`src/rtl/rf_dma_ctrl_if.sv`:
```
// rtl/rf_dma_ctrl_if.sv - command, AXI read and output stream bundle for rf_dma_ctrl
interface rf_dma_ctrl_if #(
  parameter int ADDR_W = 32,
  parameter int DATA_W = 32
);
  logic [ADDR_W-1:0] cmd_addr;
  logic              cmd_valid;
  logic              cmd_ready;
  logic [ADDR_W-1:0] m_araddr;
  logic [7:0]        m_arlen;
  logic              m_arvalid;
  logic              m_arready;
  logic [DATA_W-1:0] m_rdata;
  logic [1:0]        m_rresp;
  logic              m_rlast;
  logic              m_rvalid;
  logic              m_rready;
  logic [DATA_W-1:0] out_data;
  logic              out_valid;
  logic              out_ready;

  modport master (
    input  cmd_addr, cmd_valid,
    output cmd_ready,
    output m_araddr, m_arlen, m_arvalid,
    input  m_arready,
    input  m_rdata, m_rresp, m_rlast, m_rvalid,
    output m_rready,
    output out_data, out_valid,
    input  out_ready
  );

  modport slave (
    output cmd_addr, cmd_valid,
    input  cmd_ready,
    input  m_araddr, m_arlen, m_arvalid,
    output m_arready,
    output m_rdata, m_rresp, m_rlast, m_rvalid,
    input  m_rready,
    input  out_data, out_valid,
    output out_ready
  );
endinterface

```
`src/rtl/rf_dma_ctrl.sv`:
```
// rtl/rf_dma_ctrl.sv - queued AXI4 read DMA splitting commands into fixed INCR bursts
module rf_dma_ctrl #(
  parameter int ADDR_W     = 32,
  parameter int DATA_W     = 32,
  parameter int BURST_LEN  = 16,
  parameter int XFER_BEATS = 64,
  parameter int CMD_DEPTH  = 4
) (
  input  logic          clk,
  input  logic          rst,
  rf_dma_ctrl_if.master bus,
  output logic          busy,
  output logic          done,
  output logic          err
);
  localparam int NBURST = XFER_BEATS / BURST_LEN;
  localparam int PW     = $clog2(CMD_DEPTH);
  localparam int BCW    = $clog2(NBURST + 1);
  localparam logic [ADDR_W-1:0] BURST_BYTES = ADDR_W'(BURST_LEN * DATA_W / 8);

  typedef enum logic [1:0] {S_IDLE, S_ADDR, S_DATA, S_DONE} state_t;
  state_t state_q, state_d;

  logic [ADDR_W-1:0] fifo_mem [CMD_DEPTH];
  logic [PW:0]       wr_ptr, rd_ptr;
  logic              fifo_empty, fifo_full, push, pop;
  logic [ADDR_W-1:0] addr_q;
  logic [BCW-1:0]    burst_cnt;
  logic [7:0]        beat_cnt;
  logic              err_q, beat, last_beat;

  assign fifo_empty = (wr_ptr == rd_ptr);
  assign fifo_full  = (wr_ptr[PW] != rd_ptr[PW]) && (wr_ptr[PW-1:0] == rd_ptr[PW-1:0]);
  assign push       = bus.cmd_valid && !fifo_full;
  assign pop        = (state_q == S_IDLE) && !fifo_empty;
  assign beat       = (state_q == S_DATA) && bus.m_rvalid && bus.out_ready;
  assign last_beat  = (beat_cnt == 8'(BURST_LEN - 1));

  always_ff @(posedge clk) begin
    if (push) fifo_mem[wr_ptr[PW-1:0]] <= bus.cmd_addr;
  end

  // A slot freed by pop only shows up in cmd_ready on the following cycle
  always_ff @(posedge clk) begin
    if (rst) begin
      wr_ptr <= '0;
      rd_ptr <= '0;
    end else begin
      if (push) wr_ptr <= wr_ptr + 1'b1;
      if (pop)  rd_ptr <= rd_ptr + 1'b1;
    end
  end

  always_ff @(posedge clk) begin
    if (rst) state_q <= S_IDLE;
    else     state_q <= state_d;
  end

  always_comb begin
    state_d = state_q;
    case (state_q)
      S_IDLE: if (!fifo_empty) state_d = S_ADDR;
      S_ADDR: if (bus.m_arready) state_d = S_DATA;
      S_DATA: if (beat && last_beat) state_d = (burst_cnt == BCW'(1)) ? S_DONE : S_ADDR;
      default: state_d = S_IDLE;
    endcase
  end

  always_ff @(posedge clk) begin
    if (rst) begin
      addr_q    <= '0;
      burst_cnt <= '0;
      beat_cnt  <= '0;
      err_q     <= 1'b0;
    end else begin
      if (pop) begin
        addr_q    <= fifo_mem[rd_ptr[PW-1:0]];
        burst_cnt <= BCW'(NBURST);
      end
      if ((state_q == S_ADDR) && bus.m_arready) begin
        addr_q   <= addr_q + BURST_BYTES;
        beat_cnt <= '0;
      end
      // Protocol errors are recorded but the burst still runs to its beat count
      if (beat) begin
        beat_cnt <= beat_cnt + 8'd1;
        if (last_beat) burst_cnt <= burst_cnt - BCW'(1);
        if ((bus.m_rresp != 2'b00) || (bus.m_rlast != last_beat)) err_q <= 1'b1;
      end
    end
  end

  always_comb begin
    bus.m_arvalid = 1'b0;
    bus.m_rready  = 1'b0;
    bus.out_valid = 1'b0;
    done          = 1'b0;
    case (state_q)
      S_ADDR: bus.m_arvalid = 1'b1;
      S_DATA: begin
        bus.m_rready  = bus.out_ready;
        bus.out_valid = bus.m_rvalid;
      end
      S_DONE: done = 1'b1;
      default: ;
    endcase
  end

  assign bus.cmd_ready = !fifo_full;
  assign bus.m_araddr  = addr_q;
  assign bus.m_arlen   = 8'(BURST_LEN - 1);
  assign bus.out_data  = bus.m_rdata;
  assign busy          = !fifo_empty || (state_q != S_IDLE);
  assign err           = err_q;
endmodule
```
`src/flat_wrapper.sv`:
```
// flat-port wrapper written by rule: the top's interface ports become plain ports
module rf_dma_ctrl_flat 
#(
  parameter int ADDR_W     = 32,
  parameter int DATA_W     = 32,
  parameter int BURST_LEN  = 16,
  parameter int XFER_BEATS = 64,
  parameter int CMD_DEPTH  = 4
)
  (clk, rst, busy, done, err, bus_cmd_addr, bus_cmd_valid, bus_cmd_ready, bus_m_araddr, bus_m_arlen, bus_m_arvalid, bus_m_arready, bus_m_rdata, bus_m_rresp, bus_m_rlast, bus_m_rvalid, bus_m_rready, bus_out_data, bus_out_valid, bus_out_ready);
  rf_dma_ctrl_if #(.ADDR_W(ADDR_W), .DATA_W(DATA_W)) bus_i ();
  input  logic clk;
  input  logic rst;
  output logic busy;
  output logic done;
  output logic err;
  input wire logic [$bits(bus_i.cmd_addr)-1:0] bus_cmd_addr;
  input wire logic [$bits(bus_i.cmd_valid)-1:0] bus_cmd_valid;
  output wire logic [$bits(bus_i.cmd_ready)-1:0] bus_cmd_ready;
  output wire logic [$bits(bus_i.m_araddr)-1:0] bus_m_araddr;
  output wire logic [$bits(bus_i.m_arlen)-1:0] bus_m_arlen;
  output wire logic [$bits(bus_i.m_arvalid)-1:0] bus_m_arvalid;
  input wire logic [$bits(bus_i.m_arready)-1:0] bus_m_arready;
  input wire logic [$bits(bus_i.m_rdata)-1:0] bus_m_rdata;
  input wire logic [$bits(bus_i.m_rresp)-1:0] bus_m_rresp;
  input wire logic [$bits(bus_i.m_rlast)-1:0] bus_m_rlast;
  input wire logic [$bits(bus_i.m_rvalid)-1:0] bus_m_rvalid;
  output wire logic [$bits(bus_i.m_rready)-1:0] bus_m_rready;
  output wire logic [$bits(bus_i.out_data)-1:0] bus_out_data;
  output wire logic [$bits(bus_i.out_valid)-1:0] bus_out_valid;
  input wire logic [$bits(bus_i.out_ready)-1:0] bus_out_ready;
  assign bus_i.cmd_addr = bus_cmd_addr;
  assign bus_i.cmd_valid = bus_cmd_valid;
  assign bus_cmd_ready = bus_i.cmd_ready;
  assign bus_m_araddr = bus_i.m_araddr;
  assign bus_m_arlen = bus_i.m_arlen;
  assign bus_m_arvalid = bus_i.m_arvalid;
  assign bus_i.m_arready = bus_m_arready;
  assign bus_i.m_rdata = bus_m_rdata;
  assign bus_i.m_rresp = bus_m_rresp;
  assign bus_i.m_rlast = bus_m_rlast;
  assign bus_i.m_rvalid = bus_m_rvalid;
  assign bus_m_rready = bus_i.m_rready;
  assign bus_out_data = bus_i.out_data;
  assign bus_out_valid = bus_i.out_valid;
  assign bus_i.out_ready = bus_out_ready;
  rf_dma_ctrl #(.ADDR_W(ADDR_W), .DATA_W(DATA_W), .BURST_LEN(BURST_LEN), .XFER_BEATS(XFER_BEATS), .CMD_DEPTH(CMD_DEPTH)) u_core (.clk(clk), .rst(rst), .bus(bus_i), .busy(busy), .done(done), .err(err));
endmodule
```
`config.mk`:
```
export PLATFORM = sky130hd
export DESIGN_NAME = rf_dma_ctrl_flat
export DESIGN_NICKNAME = d
export VERILOG_FILES = /design/src/rtl/rf_dma_ctrl_if.sv /design/src/rtl/rf_dma_ctrl.sv /design/src/flat_wrapper.sv
export SDC_FILE = /design/constraint.sdc
export NUM_CORES = 1
export LEC_CHECK = 0
export ABC_AREA = 0
export BUFFER_PORTS_ARGS = -buffer_cell sky130_fd_sc_hd__buf_2
export CORE_UTILIZATION = 60
export DETAILED_ROUTE_END_ITERATION = 10
export MAX_ROUTING_LAYER = met4
export PLACE_DENSITY_LB_ADDON = 0.1
export SLEW_MARGIN = 20
export SYNTH_ARGS = -nofsm -noshare
export SYNTH_HDL_FRONTEND = slang
export SYNTH_SLANG_ARGS = --single-unit
```
`constraint.sdc`:
```
create_clock -name clk -period 6.5 [get_ports clk]
set_input_delay 0.325 -clock clk [delete_from_list [all_inputs] [get_ports clk]]
set_output_delay 0.325 -clock clk [all_outputs]
set_load 0.01 [all_outputs]
```
==> reports/summary.md <==
For the sequential-to-total area share from yosys stat, the log shows 62.47%. Synthesis produced a netlist whose cell count is 549. The die covers 0.01360 mm2.

Clock skew after layout: 0.008273 ns. The net switching component of the power was 1.131 mW; the fraction of layout cells with a size suffix above 1 was 27.70%. With fillers left out, the area of the finished cells amounts to 0.008697 mm2. The initialized floorplan defines 41 standard-cell rows.

The post-CTS setup buffer count is 0. The worst hold path begins at bus_cmd_addr[10]. The biggest cell delay along the critical path is 0.39 ns, and the total wire length after detailed routing is 15.62 mm. For the register area, the log shows 0.004926 mm2. From synthesis to final layout, the design area changed by 10.32%.

The tools report the capture point of the worst reg-to-reg path as u_core.fifo_mem[3][6]. The run gives 4 as the count of H-tree levels built during CTS. The core utilization of the finished layout was 68.36%; the number of I/O port buffers was 79. For hold timing, the worst endpoint is u_core.fifo_mem[2][10]. The run gives 0.008115 mm2 as the placed cell area.

In this run the count of I/O pins placed on the die edge is 152. In the final layout, the multi-input gates occupy 0.002485 mm2. The worst setup path is captured at an output port. The post-route fraction of the period consumed by the critical path was 35.23%. The worst hold slack across all endpoints was 0.09965 ns. Commonest register cell after synthesis: edfxtp_1. The number of hold violations in the final report is 0, and the number of global-route vias before repair is 4425. The data required time at the worst endpoint was 6.17 ns. The startpoint identified for the worst register-to-register timing path is u_core.wr_ptr[0]. Power spread over the standard cell area amounts to 404.1 mW/mm2. During synthesis, Yosys emitted a total of 0 warnings. The layout has 915 filler cells. The run gives 0 as the number of setup violations in the final report. TritonCTS buffer count: 17. For this run, design rule violations remaining after detail routing come to 0.

STA classifies the critical path startpoint as a flip-flop. The number of distinct standard cells referenced by the synthesized netlist is 62. For this run, the total global-route usage over all layers was measured as 25.48%.

Overall power consumption after layout is estimated at 3.514 mW. The share of the synthesized area in the top cell type was 48.75%; the fmax was 436.6 MHz. The first global-routing pass estimated 23.89 mm of wire. The post-placement setup slack was 4.321 ns. For the finished layout, the period the worst path requires is 2.290 ns.

Net switching is 32.19% of the power. At the later pin of the worst-skew pair, clock insertion delay measures 0.43 ns. The initial antenna violation count is 0. By area the synthesized netlist is led by edfxtp_1 49%, dfxtp_1 14%, mux4_2 8.9%, buf_4 3.9%, nor2_1 1.7%. Setup repair after global routing left no endpoint under its margin. The start-to-end type of the worst setup path was reg2out.

The number of storage elements in the synthesis netlist came out at 182. Summing over every cut layer, the via total after detailed routing is 4609. In this run, the combinational gates consume 26.1% of the power. Number of gates resized after cts: 0.

The number of buffers on the longest clock path is 2. The tools report the root buffer selected by CTS as clkbuf_16. TritonCTS built the clock tree. Clock-pin slew was measured on the worst setup and hold paths at 0.07 ns. Cell internal power was estimated by the tool at 2.383 mW. The number of max-slew violations in the final report was 0. The first detailed-routing pass took 5 iterations. The tools report the reported leakage power as 3.066 nW. Library cell contributing the largest single delay on the critical path: xnor2_1. The detailed-route vias per instance was 5.894; the last weighted congestion value of the routability-driven placer was 0.7987. The logs give 0.007884 mm2 for the area of the mapped netlist and 47.19% for the worst-case headroom to the max-slew limit.

The overall die height is 116.6 um. The setup slack of the worst register-to-register path was 4.36 ns. Data on the critical path arrives at its endpoint at 1.97 ns. The core outline area was 0.01272 mm2; the count of nets after finishing was 679. For the pin with the worst max-slew slack, the measured transition is 0.7911 ns. The synthesized area per cell is 14.36 um2. In this run the horizontal extent of the chip is 116.6 um. In this run the remaining antenna-violating nets after routing total 0.

For this run, asynchronously set or reset flops after synthesis account for 0%. Setup slack on the critical path of the routed design comes to 4.210 ns. For the effective utilization at floorplan, the log shows 61.97%. The clock share of power was 29.0%; the routed wirelength normalized by instance count was 19.98 um. The run gives 782 as the final standard cell count with taps included and fillers excluded. For the worst flop-to-flop path, the logic depth is 4.

Counting tap cells, the placed design contains a total of 750 instances. In this run the worst path has a maximum fanout of 5. After legalization and detailed placement, the total HPWL measured 10.15 mm. Hold repair after CTS inserted 0 buffers.

Sequential cells burn 44.9% of the power. The number of flops mapped to enable cells by yosys is 128, and the DRC violation total after the first TritonRoute iteration is 384. The depth of the worst hold-timing path was 1; the number of maximum-capacitance constraint violations was 0. The clock drives 182 sinks. Global routing finished with a remaining overflow of 0.

The critical path goes through xnor2_1 -> and2_2 -> nand2_1 -> or3_1 -> buf_2. The worst voltage drop across the vdd grid was 244.3 uV. Entering global routing, the biggest net connects 51 pins.

For the final routed database, the setup TNS stands at 0 ns. The run finished with clean final reports. The classification of the worst-slack hold path is in2reg. The biggest area contributor in the post-synthesis netlist is edfxtp_1. The repair_antennas step left the layout with diodes totalling 0.
## layer usage
layer  wire, um  share of wire, %  vias to the layer above  global-route usage, %
met1       6553                42                     2269                  31.60
met3        911               5.8                       47                  6.227
met4        431               2.8                        0                  11.22
met2       7725                49                      154                  40.08
li1           -                 -                     2139                      -
met5          0                 0                        -                      -
## worst max path at each step
| stage | startpoint | endpoint | slack, ns | depth (start not counted) |
|---|---|---|---|---|
| detailed placement | flip-flop | u_core.bus.m_araddr[6] | 4.32 | 4 |
| finish | u_core.wr_ptr[0] | busy | 4.21 | 5 |
| CTS | u_core.wr_ptr[0] | busy | 4.19 | 5 |
| floorplan | u_core.wr_ptr[0] | u_core.fifo_mem[3][0] | 4.26 | 3 |
| global route | u_core.wr_ptr[0] | busy | 4.10 | 5 |
| global placement | u_core.wr_ptr[0] | u_core.fifo_mem[3][18] | 4.38 | 4 |
## cell usage after synthesis, drive strengths merged (6+ instances only)
| master | n |
|---|---|
| nand4 | 6 |
| mux4 | 32 |
| xor2 | 8 |
| ha | 9 |
| a21oi | 25 |
| inv | 9 |
| buf | 53 |
| nor2 | 38 |
| dfxtp | 54 |
| and2 | 10 |
| edfxtp | 128 |
| nor4 | 7 |
| nand3 | 24 |
| o21ai | 11 |
| nor3 | 14 |
| clkbuf | 11 |
| mux2i | 7 |
| nand2 | 27 |
| o22ai | 6 |
| xnor2 | 15 |
## power by group through the flow
stage	clock (mW)	sequential, mW	combinational (mW)
after floorplan	0	1.58	0.686
after global placement	0	1.59	0.913
after detailed placement	0	1.60	0.921
after CTS	1.03	1.58	0.923
after global routing	1.08	1.60	1.00
final	1.02	1.58	0.916
## flip-flops by register name (all words and copies together) (netlist names), named ones only
name                 flops
u_core.beat_cnt          8
u_core.burst_cnt         3
u_core.bus.m_araddr     32
u_core.err               1
u_core.fifo_mem        128
u_core.rd_ptr            3
u_core.state_q           2
u_core.wr_ptr            3
## kinds of logic (layout without fill, tap and decap cells)
group | count (synthesis) | after routing | share of synthesized area (%)
flops | 182 | 182 | 62.47
compound gates | 69 | 69 | 6.428
mux | 40 | 40 | 10.22
other cells | 2 | 8 | 0.09526
buf+inv | 73 | 128 | 6.301
fa+ha+maj | 9 | 9 | 1.428
simple gates | 151 | 151 | 10.51
xor+xnor | 23 | 23 | 2.555
## layout by cell type (no fill, tap or decap), types with 3 or more instances in the layout
| master | instances |
|---|---|
| nor2_1 | 36 |
| nand2b_1 | 3 |
| a211oi_1 | 5 |
| xnor2_1 | 15 |
| ha_1 | 9 |
| nor2b_1 | 3 |
| mux4_2 | 31 |
| clkbuf_16 | 17 |
| a311oi_1 | 3 |
| a21oi_1 | 25 |
| nand2_1 | 26 |
| conb_1 | 8 |
| o21ai_0 | 10 |
| xor2_1 | 8 |
| and2_1 | 9 |
| dfxtp_1 | 53 |
| clkbuf_1 | 3 |
| and4_1 | 5 |
| inv_1 | 9 |
| nand4_1 | 5 |
| buf_4 | 8 |
| buf_2 | 79 |
| a2111oi_2 | 5 |
| nand3_1 | 24 |
| nor3_1 | 14 |
| o22ai_1 | 6 |
| inv_6 | 6 |
| mux2i_1 | 7 |
| edfxtp_1 | 128 |
| nor4_1 | 5 |
## layout make-up
class	instances	share of cell area [%]
multi-input combinational	300	28.57
clock buffer	20	5.021
inverter	9	0.3884
tap	172	2.474
sequential	182	56.64
clock inverter	12	1.669
timing repair buffer	87	5.237
## critical path, delay by kind of cell, from the launching register on
kind | cells | cell delay [ns]
xor+xnor | 1 | 0.39
simple gates | 3 | 0.64
buf+inv | 1 | 0.15
flops | 1 | 0.36
Power figures use the tool's default switching activity.
